`src/rtl/arb_pkg.sv`:
```
// Shared types and default sizing for the round-robin arbiter.
package arb_pkg;

    typedef enum logic {
        ARB_IDLE = 1'b0,
        ARB_BUSY = 1'b1
    } arb_state_t;

    localparam int unsigned ARB_N        = 8;
    localparam int unsigned ARB_MAX_HOLD = 16;

endpackage

```
`src/rtl/rr_pick.sv`:
```
// Rotating-priority encoder: first set request at or after ptr, wrapping at N.
module rr_pick
    import arb_pkg::*;
#(
    parameter int unsigned N     = ARB_N,
    parameter int unsigned IDX_W = $clog2(N)
) (
    input  logic [N-1:0]     req,
    input  logic [IDX_W-1:0] ptr,
    output logic [IDX_W-1:0] winner_c,
    output logic             any_req_c
);

    logic [N-1:0]     rot;
    logic [IDX_W-1:0] src;
    logic [IDX_W-1:0] enc;
    logic             found;

    // Rotate right by ptr so the highest-priority requester lands in bit 0.
    always_comb begin
        rot = '0;
        src = '0;
        for (int i = 0; i < int'(N); i++) begin
            src    = IDX_W'(i) + ptr;
            rot[i] = req[src];
        end
    end

    always_comb begin
        enc   = '0;
        found = 1'b0;
        for (int i = 0; i < int'(N); i++) begin
            if (rot[i] && !found) begin
                enc   = IDX_W'(i);
                found = 1'b1;
            end
        end
    end

    // N is a power of two, so the IDX_W-bit sum wraps modulo N for free.
    assign winner_c  = enc + ptr;
    assign any_req_c = |req;

endmodule

```
`src/rtl/rr_arbiter.sv`:
```
// Round-robin arbiter: grants one of N requesters and holds it until done.
// Optional forced release after MAX_HOLD busy cycles under ARB_TIMEOUT_EN.
module rr_arbiter
    import arb_pkg::*;
#(
    parameter  int unsigned N        = ARB_N,
    parameter  int unsigned MAX_HOLD = ARB_MAX_HOLD,
    localparam int unsigned IDX_W    = $clog2(N)
) (
    input  logic             clk,
    input  logic             rst_n,
    input  logic [N-1:0]     req,
    input  logic             done,
    output logic [N-1:0]     gnt,
    output logic [IDX_W-1:0] gnt_idx,
    output logic             busy,
    output logic             timeout
);

    if (N < 2 || (N & (N - 1)) != 0) begin : g_bad_n
        $error("rr_arbiter: N must be a power of two >= 2");
    end
    if (MAX_HOLD < 2) begin : g_bad_hold
        $error("rr_arbiter: MAX_HOLD must be >= 2");
    end

    arb_state_t       state;
    arb_state_t       state_d;
    logic [IDX_W-1:0] ptr;
    logic [IDX_W-1:0] ptr_d;
    logic [N-1:0]     gnt_d;
    logic [IDX_W-1:0] idx_d;
    logic             busy_d;
    logic             timeout_d;
    logic [IDX_W-1:0] win_c;
    logic             any_req_c;
    logic             expire_c;

    rr_pick #(
        .N     (N),
        .IDX_W (IDX_W)
    ) u_pick (
        .req       (req),
        .ptr       (ptr),
        .winner_c  (win_c),
        .any_req_c (any_req_c)
    );

`ifdef ARB_TIMEOUT_EN
    localparam int unsigned CNT_W = $clog2(MAX_HOLD);

    logic [CNT_W-1:0] hold_cnt;

    // Counts busy cycles of the current grant; idle keeps it cleared for the next entry.
    always_ff @(posedge clk or negedge rst_n) begin
        if (!rst_n) begin
            hold_cnt <= '0;
        end else if (state == ARB_IDLE) begin
            hold_cnt <= '0;
        end else begin
            hold_cnt <= hold_cnt + CNT_W'(1);
        end
    end

    assign expire_c = (state == ARB_BUSY) && (hold_cnt == CNT_W'(MAX_HOLD - 1));
`else
    assign expire_c = 1'b0;
`endif

    always_ff @(posedge clk or negedge rst_n) begin
        if (!rst_n) begin
            state <= ARB_IDLE;
        end else begin
            state <= state_d;
        end
    end

    always_comb begin
        state_d = state;
        case (state)
            ARB_IDLE: if (any_req_c)        state_d = ARB_BUSY;
            ARB_BUSY: if (done || expire_c) state_d = ARB_IDLE;
            default:                        state_d = ARB_IDLE;
        endcase
    end

    // Next values for the registered outputs and the priority pointer.
    always_comb begin
        gnt_d     = gnt;
        idx_d     = gnt_idx;
        busy_d    = busy;
        timeout_d = 1'b0;
        ptr_d     = ptr;
        case (state)
            ARB_IDLE: begin
                if (any_req_c) begin
                    gnt_d  = N'(1) << win_c;
                    idx_d  = win_c;
                    busy_d = 1'b1;
                end
            end
            ARB_BUSY: begin
                if (done || expire_c) begin
                    gnt_d     = '0;
                    busy_d    = 1'b0;
                    timeout_d = !done;
                    ptr_d     = gnt_idx + IDX_W'(1);
                end
            end
            default: ;
        endcase
    end

    always_ff @(posedge clk or negedge rst_n) begin
        if (!rst_n) begin
            gnt     <= '0;
            gnt_idx <= '0;
            busy    <= 1'b0;
            timeout <= 1'b0;
            ptr     <= '0;
        end else begin
            gnt     <= gnt_d;
            gnt_idx <= idx_d;
            busy    <= busy_d;
            timeout <= timeout_d;
            ptr     <= ptr_d;
        end
    end

endmodule
```
`config.mk`:
```
export PLATFORM = sky130hd
export DESIGN_NAME = rr_arbiter
export DESIGN_NICKNAME = d
export VERILOG_FILES = /design/src/rtl/arb_pkg.sv /design/src/rtl/rr_pick.sv /design/src/rtl/rr_arbiter.sv
export SDC_FILE = /design/constraint.sdc
export NUM_CORES = 1
export LEC_CHECK = 0
export CORE_UTILIZATION = 47
export DETAILED_ROUTE_END_ITERATION = 12
export PLACE_DENSITY = 0.75
export SLEW_MARGIN = 10
export SYNTH_ARGS = -nofsm -noshare
export SYNTH_HDL_FRONTEND = slang
export SYNTH_SLANG_ARGS = --single-unit
```
`constraint.sdc`:
```
create_clock -name clk -period 3.8 [get_ports clk]
set_input_delay 0.57 -clock clk [delete_from_list [all_inputs] [get_ports clk]]
set_output_delay 0.57 -clock clk [all_outputs]
set_load 0.05 [all_outputs]
```
==> metrics.csv <==
stage,metric,value,unit
placement,routabilityCongestion,0.751,
final_layout,num-nets-final,178,
sta,rsz0062_at_grt,true,
routing,vias_per_cell,5.84,
critical_path,cp.required,3.98,ns
global_route,overflow,0,
placement,place_ws,-0.232,ns
cts,cts_tree,built,
sta,fmax,0.266,GHz
cts,clock_sinks,16,
floorplanning,initial_utilization,49.2,%
yosys,syn-instance-count,127,
floorplanning,die-area,3080,µm²
global_route,grt_pass1_wl,5440,µm
final_layout,seq_area,400,µm²
final_layout,fin_area,1780,µm²
routing,drt-wirelength-per-cell,15.9,µm
routing,drt.antenna.violating_nets,0,
sta,worst_slack,0.0380,ns
sta,period_share,99.0,%
sta,setup_viol,0,
final_layout,drive_above_1_share,29.8,%
sta,whs,0.506,ns
cts,clock_path_buffers,2,
cts,clk_latency,0.29,ns
floorplanning,dieHeight,55.5,µm
cts,path_clk_slew,0.09,ns
sta,tns,0,ns
cts,h-tree-depth,1,
final_layout,multiInputGateArea,925,µm²
placement,post_dp_cell_area,1720,µm²
yosys,netlist_area,1350,µm²
sta,clock_skew,0.00422,ns
global_route,antenna_found_initial,0,
yosys,synthDistinctLibCells,39,
global_route,track_usage,22.2,%
yosys,syn-num-nets,143,
job,drv_cap,0,
sta,drv_slew,0,
critical_path,crit_path_end_kind,flip-flop,
power,powerDensity,1040,nW/µm²
yosys,avgSynthCellArea,10.6,µm²
critical_path,path_class,reg2reg,
power,ir_worst_vdd,0.682,mV
floorplanning,design.core.area,2730,µm²
status,status,"complete, no violations",
routing,vias,1122,
cts,cts_buffers,3,
yosys,async_flop_share,100,%
critical_path,start_kind,flip-flop,
floorplanning,rows,19,
placement,io_buffers,22,
sta,slew_headroom,50.3,%
yosys,yosys_register_bits,16,
cts,holdBufCountCts,0,
sta,worst_pin_slew,0.745,ns
yosys,ys.flop_type,dfrtp_1,
floorplanning,pin_count,24,
critical_path,critPathMaxFanout,6,
cts,root_buffer,clkbuf_4,
final_layout,utilization,65.0,%
power,p_leak,0.753,nW
routing,drt_iter0_drc,22,
placement,place_hpwl,2400,µm
yosys,synth-edff-count,0,
yosys,ys_seq_area_share,29.8,%
sta,post-route-min-period,3.76,ns
global_route,grt_pass1_vias,1158,
routing,drc_errors,0,
final_layout,antenna_cells,0,
routing,drtPass1Iterations,4,
final_layout,area_growth_syn_to_layout,32.1,%
floorplanning,die_width,55.5,µm
global_route,grt_max_degree,19,
sta,finalHoldViolCount,0,
critical_path,cp_data_arrival_time,3.94,ns
final_layout,fillers,223,
yosys,yosysWarnings,0,
min_path,min_path_type,reg2reg,
routing,drt_wl_total,3050,µm
==> worst paths after layout <==
kind | startpoint | end | slack [ns] | cells past startpoint
worst max-delay path | ptr[0] | gnt[6] | 0.04 | 13
worst min-delay path | busy | busy | 0.51 | 2
worst max register to register | ptr[0] | gnt[6] | 0.04 | 13
worst min register to register | busy | busy | 0.51 | 2
max in group asynchronous | rst_n | gnt[6] | 2.65 | 1
min in group asynchronous | rst_n | gnt_idx[2] | 0.70 | 1
==> flip-flops by register name, summed over array words and instances (netlist names) <==
register	flops
gnt	8
gnt_idx	3
ptr	3
busy	1
state	1
==> cell usage after synthesis, types with 2 or more instances <==
master    count  area [µm²]
a32o_1        4        40.0
buf_2         2        10.0
nor4_1        2        12.5
mux2_2        4        45.0
o21ai_1       2        10.0
inv_1         7        26.3
mux4_2        8         180
or2_1         4        25.0
dfrtp_1      16         400
nand2_1       6        22.5
a21oi_1       5        25.0
nor2_1        6        22.5
mux2_1        7        78.8
clkbuf_1      4        15.0
nor3b_1       3        22.5
ha_1          4        50.1
mux2i_1       6        60.1
xor2_1        4        35.0
nand3_1      10        50.1
o31ai_1       2        15.0
o21ai_0       2        10.0
buf_6         2        22.5
==> critical path, stage by stage, from the launching register on <==
cell and delay (ns):
dfrtp_1 0.40, inv_4 0.05, ha_4 0.31, mux2_4 0.34
mux4_2 0.47, or2_1 0.23, mux2_4 0.28, nor3b_4 0.20
a211oi_1 0.10, a21oi_1 0.16, ha_2 0.21, fa_2 0.48
nor3b_4 0.19, a32o_1 0.23
==> cell usage in the layout (no fill, tap or decap), drive strengths merged, types with 2 or more instances in the layout <==
cell	n
nor4	3
dfrtp	16
buf	17
a21oi	5
xnor2	2
a32o	4
clkbuf	4
nand3	10
ha	4
clkdlybuf4s50	22
nor2	6
or2	4
o21ai	4
nor3b	3
o31ai	2
xor2	4
mux4	8
nand2	6
mux2	11
inv	7
mux2i	6
==> report_power, final <==
group | internal (mW) | leakage [nW] | total [mW] | switching, mW
clock network | 0.0584 | 0.0210 | 0.114 | 0.0557
registers | 0.230 | 0.200 | 0.284 | 0.0535
logic | 0.688 | 0.532 | 1.45 | 0.757
total | 0.977 | 0.753 | 1.84 | 0.867
==> final cells by class <==
type,count,area share (%)
Clock buffer,4,2.04
Inverter,7,1.62
Multi-Input combinational cell,95,52.0
Sequential cell,16,22.5
Tap cell,31,2.18
Timing Repair Buffer,39,19.6
==> logic make-up after synthesis <==
group                      share of synthesized area (%)
AOI/OAI and AO/OA                                   12.0
xor gates and xnor gates                            4.47
adders and majority gates                           5.21
buffers and inverters                               6.05
DFF                                                 29.8
muxes                                               27.1
other                                              0.279
and+or+nand+nor                                     15.2
==> repair_timing <==
action                                  CTS  global route
endpoints found under the setup margin    1             9
gates resized for setup                   1             1
buffers inserted                          0             1
cloned                                    0             0
pin swaps                                 1             2
==> per-stage QoR <==
stage                     total power, mW  cells
after global routing                 1.98    192
after detailed placement             1.68    187
final                                1.84    192
after CTS                            1.82    191
after global placement               1.64    187
after floorplan                      1.34    127
==> layer usage <==
| metal | routed length, µm | vias up | share of wire [%] | track usage (%) |
|---|---|---|---|---|
| met5 | 0 | - | 0 | 0 |
| met4 | 48 | 0 | 1.6 | 7.50 |
| met3 | 92 | 9 | 3.0 | 3.75 |
| met2 | 1490 | 26 | 49 | 36.3 |
| met1 | 1420 | 550 | 47 | 29.8 |
| li1 | - | 537 | - | - |
Power figures use the tool's default switching activity.
